--- config.mk ---
export PLATFORM = sky130hd
export DESIGN_NAME = pipereg_chain
export DESIGN_NICKNAME = d
export VERILOG_FILES = /design/src/rtl/pipereg_chain.sv
export SDC_FILE = /design/constraint.sdc
export NUM_CORES = 1
export LEC_CHECK = 0
export ABC_CLOCK_PERIOD_IN_PS = 1700
export CORE_ASPECT_RATIO = 0.8
export CORE_MARGIN = 3
export CORE_UTILIZATION = 30
export CTS_CLUSTER_SIZE = 28
export DETAILED_ROUTE_END_ITERATION = 10
export PLACE_DENSITY = 0.56
export SYNTH_ARGS = -nofsm -noshare
export SYNTH_HDL_FRONTEND = slang
export SYNTH_SLANG_ARGS = --single-unit
export TNS_END_PERCENT = 100
--- constraint.sdc ---
create_clock -name clk -period 1.7 [get_ports clk]
set_input_delay 0.255 -clock clk [delete_from_list [all_inputs] [get_ports clk]]
set_output_delay 0.255 -clock clk [all_outputs]
set_load 0.005 [all_outputs]
--- src/rtl/pipereg_chain.sv ---
// Elastic valid/ready pipeline of STAGES register slots with bubble collapse, hold and flush.
// Define PIPEREG_CHAIN_STATS_EN to add the saturating stall_cnt output.
module pipereg_chain #(
  parameter int unsigned N      = 32,
  parameter int unsigned STAGES = 3,
  localparam int unsigned CW    = $clog2(STAGES + 1)
) (
  input  logic          clk,
  input  logic          reset,
  input  logic          flush,
  input  logic          hold,
  input  logic          in_valid,
  output logic          in_ready,
  input  logic [N-1:0]  in,
  output logic          out_valid,
  input  logic          out_ready,
  output logic [N-1:0]  out,
  output logic [CW-1:0] count
`ifdef PIPEREG_CHAIN_STATS_EN
  ,
  output logic [15:0]   stall_cnt
`endif
);

  logic [STAGES-1:0] valid_q, valid_d, adv;
  logic [N-1:0]      data_q [STAGES];
  logic [N-1:0]      data_d [STAGES];
  logic [CW-1:0]     count_q, count_d;
  logic              room0;
  logic              in_acc;

  assign out_valid = valid_q[STAGES-1] && !hold;
  assign out       = data_q[STAGES-1];
  assign count     = count_q;

  // Advance decisions ripple from the output side so a full chain can move as one.
  always_comb begin
    logic room;
    room = out_ready && !hold;
    adv  = '0;
    for (int k = int'(STAGES) - 1; k >= 0; k--) begin
      adv[k] = valid_q[k] && room;
      room   = !valid_q[k] || adv[k];
    end
    room0 = room;
  end

  assign in_ready = !reset && !hold && !flush && room0;
  assign in_acc   = in_valid && in_ready;

  always_comb begin
    valid_d = valid_q;
    data_d  = data_q;
    count_d = '0;
    if (flush) begin
      valid_d = '0;
      for (int k = 0; k < int'(STAGES); k++) data_d[k] = '0;
    end else if (!hold) begin
      valid_d = valid_q & ~adv;
      if (in_acc) begin
        valid_d[0] = 1'b1;
        data_d[0]  = in;
      end
      for (int k = 1; k < int'(STAGES); k++) begin
        if (adv[k-1]) begin
          valid_d[k] = 1'b1;
          data_d[k]  = data_q[k-1];
        end
      end
    end
    for (int k = 0; k < int'(STAGES); k++) count_d = count_d + CW'(valid_d[k]);
  end

  always_ff @(posedge clk) begin
    if (reset) begin
      valid_q <= '0;
      count_q <= '0;
      for (int k = 0; k < int'(STAGES); k++) data_q[k] <= '0;
    end else begin
      valid_q <= valid_d;
      count_q <= count_d;
      data_q  <= data_d;
    end
  end

`ifdef PIPEREG_CHAIN_STATS_EN
  // Cycles where a word waits on the output for a non-ready downstream.
  logic [15:0] stall_q, stall_d;

  always_comb begin
    stall_d = stall_q;
    if (valid_q[STAGES-1] && !hold && !out_ready && stall_q != 16'hFFFF)
      stall_d = stall_q + 16'd1;
  end

  always_ff @(posedge clk) begin
    if (reset) stall_q <= '0;
    else       stall_q <= stall_d;
  end

  assign stall_cnt = stall_q;
`else
  // No stall statistics in this build.
`endif

endmodule

* Word level (Yosys, flattened, before mapping)
Index checks and enable logic that the tools add are counted. W data, S select, Z words.
Word-level totals: word-level logic and storage cells 37, output and inout bits 36, register bits 101, input bits 38
Operators by class: mux-type cells 5, reductions and logical operators 22, add/subtract/negate cells 2, bitwise gates (word level) 3
Operator list (count):
- $logic_and A1 B1 Y1 | 9
- $logic_not A1 Y1 | 6
- $mux W3 | 2
- $reduce_and A2 Y1 | 3
- $and A3 B3 Y3 | 1
- $logic_or A1 B1 Y1 | 3
- $mux W1 | 3
- $not A3 Y3 | 1
- $add A1 B1 Y2 | 1
- $add A2 B1 Y2 | 1
- $reduce_or A2 Y1 | 1
- $not A1 Y1 | 1

* Longest topological paths before layout
Gate-level depths: netlist (run 1).
depth in word-level cells 15, depth in mapped cells 6, depth with buffers taken out 5

* Worst setup path after synthesis (run 1)
No wires, ideal clock.
kind register to register, start point reg valid_q[1], end point reg count_q[0] (netlist: count[0]), setup time 0.114 ns, stages on the path, launching flop included 6, period minus slack after synthesis 1.682 ns, path slack 0.018 ns, data arrival time 1.568 ns, path through dfxtp_1 > nand2_1 > o2bb2a_1 > o32ai_1 > fa_1 > nor2b_1
Between the ends: cells in the longest elaborated chain, start to end 11
Ends and longest elaborated chain:
- from (decl) | RTL line 25 | logic [STAGES-1:0] valid_q, valid_d, adv;
- from (signal assigned) | RTL line 80 | valid_q <= valid_d;
- $logic_not A1 Y1 or $logic_and A1 B1 Y1 (tied branches) | RTL line 43, 42
- $logic_or A1 B1 Y1 * | RTL line 43 | room = !valid_q[k] || adv[k];
- $logic_and A1 B1 Y1 * | RTL line 42 | adv[k] = valid_q[k] && room;
- $logic_or A1 B1 Y1 | RTL line 43
- $logic_and A1 B1 Y1 | RTL line 48 | assign in_ready = !reset && !hold && !flush && room0;
- $logic_and A1 B1 Y1 | RTL line 49 | assign in_acc = in_valid && in_ready;
- $mux W1 * | RTL line 60 | if (in_acc) begin
- $mux W3 * | RTL line 58 | end else if (!hold) begin
- $mux W3 * | RTL line 55 | if (flush) begin
- via valid_d[0] | RTL line 25
- $add A1 B1 Y2 * | RTL line 71 | for (int k = 0; k < int'(STAGES); k++) count_d = count_d + CW'(valid_d[k]);
- $add A2 B1 Y2 * | RTL line 71
- via count_d[0] | RTL line 28 | logic [CW-1:0] count_q, count_d;
- to (signal assigned) | RTL line 81 | count_q <= count_d;
- to (decl) | RTL line 28
Mark *: on every way through the listed nets, which the timed path passes. The rest lies on a longest branch. A chain may end at the register's enable or synchronous reset.

* Worst setup path after layout (run 1)
start point in out_ready, end point out in_ready
Between the ends: cells in the longest elaborated chain, start to end 8
Ends and longest elaborated chain:
- from (decl) | RTL line 16 | input logic out_ready,
- $logic_and A1 B1 Y1 | RTL line 39 | room = out_ready && !hold;
- $logic_and A1 B1 Y1 | RTL line 42
- $logic_or A1 B1 Y1 | RTL line 43
- $logic_and A1 B1 Y1 | RTL line 42
- $logic_or A1 B1 Y1 | RTL line 43
- $logic_and A1 B1 Y1 | RTL line 42
- $logic_or A1 B1 Y1 | RTL line 43
- $logic_and A1 B1 Y1 | RTL line 48
- to (decl) | RTL line 13 | output logic in_ready,
No other way between the ends.

==> flow_metrics.env, run 1 <==
export IMPL_hold_buffers=0
export IMPL_drv_slew=0
export IMPL_ys_ff_latch=101
export IMPL_power_leakage_uw=0.00179
export IMPL_path_max_fanout=3
export IMPL_yosysWarnings=0
export IMPL_via_per_inst=4.63
export IMPL_grt_pass1_vias=3290
export IMPL_grt_max_degree=50
export IMPL_cts_sinks=101
export IMPL_dp_hpwl_mm=6.57
export IMPL_clock_latency_ns=0.34
export IMPL_crit_top_cell="nor3_2"
export IMPL_cts_tree="yes"
export IMPL_stdcell_count=680
export IMPL_period_share_pct=96.6
export IMPL_overflow=0
export IMPL_die_h_um=112
export IMPL_final_common_cell="dfxtp_1"
export IMPL_swShare_pct=21.1
export IMPL_slew_headroom_pct=73.2
export IMPL_synth_top_area_share_pct=48.1
export IMPL_drtIter0Drc=114
export IMPL_detail_route_antenna_nets=0
export IMPL_yosysUniqueCellTypes=29
export IMPL_worstHoldPathCells=2
export IMPL_ys_top_cells_by_area="dfxtp_1 48%, mux2i_1 15%, nand2_1 8.7%"
export IMPL_area_growth_pct=25.3
export IMPL_p_seq_share_pct=50.7
export IMPL_rows=38
export IMPL_post_route_util_pct=38.6
export IMPL_r2r_start="valid_q[0]"
export IMPL_hold_path_class="register to register"
export IMPL_status="completed"
export IMPL_clock_path_buffers=2
export IMPL_tightest_slew_ns=0.402
export IMPL_crit_path_start_kind="input port"
export IMPL_cp_end_kind="output pin"
export IMPL_route_vias_total=3145
export IMPL_syn_area_per_cell_um2=9.25
export IMPL_finalSetupViolations=0
export IMPL_fmax_ghz=0.609
export IMPL_root_buffer="clkbuf_16"
export IMPL_syn_area_um2=4210
export IMPL_post_route_drc_count=0
export IMPL_drive_gt1_share_pct=10.0
export IMPL_worstPathArrival_ns=1.39
export IMPL_antenna_cells=0
export IMPL_numPortBuffers=73
export IMPL_worstRegToRegCells=5
export IMPL_gp_congestion=0.729
export IMPL_internal_power_uw=3720
export IMPL_cts_clk_slew_worst_paths_ns=0.06
export IMPL_dieArea_um2=15500
export IMPL_yosysTopAreaCell="dfxtp_1"
export IMPL_worstReg2RegEnd="count[0]"
export IMPL_p_per_area_nw_per_um2=894
export IMPL_grt_usage_pct=13.0
export IMPL_vdd_drop_max_uv=527
export IMPL_drv_cap=0
export IMPL_hold_violations=0
export IMPL_crit_chain="clkdlybuf4s50_1, nor2b_4, nor3_2, nor3_2, clkdlybuf4s15_1"
export IMPL_firstDrtPassIters=4
export IMPL_worstPathRequired_ns=1.44
export IMPL_synth_fp_nets=494
export IMPL_pwr_share_clk_pct=43.2
export IMPL_final_cell_mix="100 x dfxtp_1, 97 x nand2_1, 71 x clkdlybuf4s50_1"
export IMPL_switching_power_uw=995
export IMPL_p_comb_share_pct=6.0
export IMPL_grt_pass1_wl_mm=16.6
export IMPL_ys_seq_area_share_pct=48.1
export IMPL_r2r_slack_ns=0.15
export IMPL_critPathKind="input port to output pin"
export IMPL_wl_per_cell_um=14.3
export IMPL_die_x_um=138
export IMPL_netlist_instances=455
export IMPL_place_inst=664
export IMPL_fin_crit_ns=1.64
export IMPL_final_setup_tns_ns=0
export IMPL_htreeDepth=3
export IMPL_worst_clock_skew_ns=0.00475
export IMPL_routed_wl_mm=9.72
export IMPL_cp_slowest_stage_delay_ns=0.44
export IMPL_rsz0062_at_grt="no"
export IMPL_crit_slowest_cell="clkdlybuf4s50_1"
export IMPL_antenna_found_initial=0
export IMPL_numCtsBuffers=9
export IMPL_fin_nets=534
export IMPL_coreArea_um2=13600
export IMPL_initial_core_util_pct=30.8
export IMPL_holdPathEnd="data_q[40]"
export IMPL_ioPinCount=74
export IMPL_min_from="data_q[40]"
-- critical path: cells and delay by family --
family,cells,cell delay [ns]
buffers and inverters,2,0.65
AND/OR/NAND/NOR,3,0.48
-- worst max path at each step --
stage,cells after the start,start,endpoint
after floorplan,5,valid_q[1],count[0]
after global placement,6,out_ready,count[0]
final,5,out_ready,in_ready
after detailed placement,6,hold,count[0]
after CTS,5,out_ready,in_ready
after global routing,6,out_ready,count[0]
-- cells by family after synthesis --
family / synth area share, %
AND/OR/NAND/NOR: 14.8
multiplexers: 15.2
adder cells (fa/ha/maj): 0.476
buffers and inverters: 11.7
flip-flops: 48.1
AO/OA/AOI/OAI: 9.78
-- metal layers --
layer / wire [um] / global-route usage (%) / share of wire (%)
met3: 346 / 3.99 / 3.6
met2: 4450 / 21.0 / 46
met5: 0 / 0 / 0
met4: 86 / 2.57 / 0.88
met1: 4840 / 17.4 / 50
-- synthesized netlist by cell type (all sizes together) --
cell type	n
a21o	1
o21a	1
buf	54
o32ai	1
inv	1
mux2i	64
dfxtp	101
and2b	1
nor2	4
clkbuf	14
or2	1
fa	1
nor3	2
nand2	97
o21bai	1
o2bb2a	1
nand2b	4
a31oi	1
a21oi	36
nor2b	4
nand3	32
o21ai	33
-- layout make-up --
class	count	area, um2
clock buffers	12	246
clock inverters	4	47.5
fillers	1348	8370
inverters	1	3.75
multi-input cells	285	1740
flip-flops and latches	101	2020
well taps	180	225
repair buffers	97	985
-- per-stage QoR --
stage / hold slack, ns / setup WS (ns) / instance area, um2 / power (uW)
floorplan: 0.327 / 0.0183 / 4210 / 2580
global placement: 0.442 / -0.374 / 4940 / 2730
detailed placement: 0.449 / -0.373 / 4940 / 2730
CTS: 0.462 / 0.00560 / 5260 / 4790
global route: 0.473 / 0.0138 / 5270 / 4910
finish: 0.460 / 0.0578 / 5270 / 4710
-- power groups by stage --
stage          combinational, uW  clock (uW)  sequential [uW]
6_report                     285        2040             2390
3_5_place_dp                 285           0             2440
2_1_floorplan                141           0             2440
3_3_place_gp                 284           0             2440
5_1_grt                      312        2200             2390
4_1_cts                      288        2110             2390
-- repair_timing --
item / CTS / global route
resized for setup: 6 / 7
endpoints found under the setup margin: 2 / 3
gates cloned: 0 / 0
pin swaps: 0 / 2
setup buffers: 0 / 0
-- state kept, by name, summed over array words and instances (netlist names) --
name     count
count        2
data_q      64
valid_q      3
out         32
No activity file was read; power rests on OpenSTA's default activity.
==> inputs of run 2 (changes only) <==
--- a/config.mk
+++ b/config.mk
@@ -12,6 +12,7 @@
 export CTS_CLUSTER_SIZE = 28
 export DETAILED_ROUTE_END_ITERATION = 10
 export PLACE_DENSITY = 0.56
+export SETUP_SLACK_MARGIN = 0.1
 export SYNTH_ARGS = -nofsm -noshare
 export SYNTH_HDL_FRONTEND = slang
 export SYNTH_SLANG_ARGS = --single-unit
==> run 2 against run 1 <==
Worst setup slack better by 0.058 ns. Global-route usage decreased by 0.22 points. Sequential power about the same. Sequential share of layout area fell by 0.35 points. Fmax is 3.7% higher. Final area up 1.3%. Clock-buffer cell count down 2. Final cell count up 0.29%.
==> flow_metrics.env, run 2 (synthesis results as in run 1) <==
export IMPL_status="completed"
export IMPL_worst_clock_skew_ns=0.00562
export IMPL_crit_buf_inv=1
export IMPL_period_share_pct=93.2
export IMPL_r2r_start="valid_q[1]"
export IMPL_cpLargestDelayFamily="simple AND/OR/NAND/NOR gates"
export IMPL_crit_path_start_kind="register"
export IMPL_min_from="data_q[46]"
export IMPL_worstPathRequired_ns=1.93
export IMPL_die_h_um=112
export IMPL_ioPinCount=74
export IMPL_drtIter0Drc=160
export IMPL_power_leakage_uw=0.00184
export IMPL_worst_path_stages=6
export IMPL_stdcell_count=682
export IMPL_top_register="data_q"
export IMPL_grt_pass1_wl_mm=16.2
export IMPL_root_buffer="clkbuf_16"
export IMPL_die_x_um=138
export IMPL_hold_violations=0
export IMPL_rows=38
export IMPL_cts_sinks=101
export IMPL_post_route_util_pct=39.1
export IMPL_startpoint="valid_q[1]"
export IMPL_drive_gt1_share_pct=11.6
export IMPL_dp_hpwl_mm=6.50
export IMPL_fmax_ghz=0.631
export IMPL_placed_area_um2=4960
export IMPL_cts_tree="yes"
export IMPL_p_total_uw=4860
export IMPL_cp_end_kind="register"
export IMPL_htreeDepth=3
export IMPL_fin_area_um2=5340
export IMPL_grt_usage_pct=12.8
export IMPL_rsz0062_at_grt="yes"
export IMPL_slew_headroom_pct=73.4
export IMPL_detail_route_antenna_nets=0
export IMPL_numCtsBuffers=9
export IMPL_wl_per_cell_um=14.3
export IMPL_worstHoldPathCells=2
export IMPL_firstDrtPassIters=6
export IMPL_crit_slowest_cell="fa_1"
export IMPL_antenna_cells=0
export IMPL_tightest_slew_ns=0.398
export IMPL_drv_cap=0
export IMPL_post_route_drc_count=0
export IMPL_dieArea_um2=15500
export IMPL_largest_reg_flops=64
export IMPL_holdWs_ns=0.460
export IMPL_clock_path_buffers=2
export IMPL_fin_nets=537
export IMPL_p_per_area_nw_per_um2=909
export IMPL_routed_wl_mm=9.74
export IMPL_grt_pass1_vias=3221
export IMPL_final_cell_mix="98 x dfxtp_1, 96 x nand2_1, 69 x clkdlybuf4s50_1"
export IMPL_drv_slew=0
export IMPL_critPathKind="register to register"
export IMPL_clock_latency_ns=0.34
export IMPL_grt_max_degree=55
export IMPL_antenna_found_initial=0
export IMPL_coreArea_um2=13600
export IMPL_fillers=1317
export IMPL_initial_core_util_pct=30.8
export IMPL_via_per_inst=4.64
export IMPL_gp_congestion=0.820
export IMPL_cp_slowest_stage_delay_ns=0.43
export IMPL_hold_path_class="register to register"
export IMPL_overflow=0
export IMPL_worstPathArrival_ns=1.82
export IMPL_vdd_drop_max_uv=557
export IMPL_cts_clk_slew_worst_paths_ns=0.07
export IMPL_route_vias_total=3165
export IMPL_path_max_fanout=4
export IMPL_fin_crit_ns=1.58
export IMPL_worstRegToRegCells=6
export IMPL_final_common_cell="dfxtp_1"
export IMPL_place_inst=665
export IMPL_finalSetupViolations=0
export IMPL_numPortBuffers=73
export IMPL_crit_chain="nand2_4, nor3_4, buf_6, o32ai_4, fa_1, nor2b_2"
export IMPL_area_growth_pct=26.9
-- run 2: changes by cell type in the layout (fill, tap and decap cells not counted), moves of 2 or more --
| cell | before | now |
|---|---|---|
| dfxtp_1 | 100 | 98 |
| buf_4 | 18 | 20 |
| dfxtp_4 | 0 | 2 |
| dlygate4sd2_1 | 1 | 3 |
| inv_6 | 0 | 2 |
| clkdlybuf4s50_1 | 71 | 69 |
-- run 2: power breakdown --
| part | leakage (uW) | switching [uW] | internal [uW] |
|---|---|---|---|
| Sequential | 0.000817 | 6.12 | 2380 |
| Clock | 0.000153 | 883 | 1290 |
| Combinational | 0.000874 | 135 | 159 |
| Total | 0.00184 | 1020 | 3830 |
-- run 2: worst reg2reg max path, delay by kind of cell (launching register included) --
family                     cells  cell delay (ns)
AOI/OAI and AO/OA              1             0.08
adders and majority gates      1             0.43
DFF                            1             0.37
buffers and inverters          1             0.14
and+or+nand+nor                3             0.47
-- run 2: stage by stage --
stage / setup TNS [ns] / setup slack [ns]
final: 0 / 0.116
after floorplan: 0 / 0.119
after CTS: 0 / 0.0894
after detailed placement: -11.52 / -0.347
after global placement: -10.51 / -0.316
after global routing: 0 / 0.0760
-- run 2: routing by layer --
metal	up-vias	track usage (%)	part of all wire [%]
li1	1579	-	-
met1	1508	17.2	50
met2	65	20.2	45
met4	0	3.55	1.2
met5	-	0	0
met3	13	3.69	3.8
-- run 2: area by class of cell --
class | instances | area [um2] | share of cell area (%)
clock buffer | 10 | 229 | 4.29
clock inverter | 5 | 82.6 | 1.55
inverter | 1 | 3.75 | 0.0703
multi-input combinational | 285 | 1760 | 33.0
sequential | 101 | 2030 | 38.0
tap | 180 | 225 | 4.22
timing repair buffer | 100 | 1000 | 18.8
-- run 2: worst paths after layout --
check	endpoint	slack, ns
worst min-delay path	data_q[46]	0.46
worst min register to register	data_q[46]	0.46
worst max register to register	count[0]	0.12
worst max-delay path	count[0]	0.12
-- run 2: timing repair --
action,4_1_cts,5_1_grt
endpoints found under the setup margin,3,3
pin swaps,3,4
hold buffers,0,0
resized for setup,12,10
buffers inserted,2,0
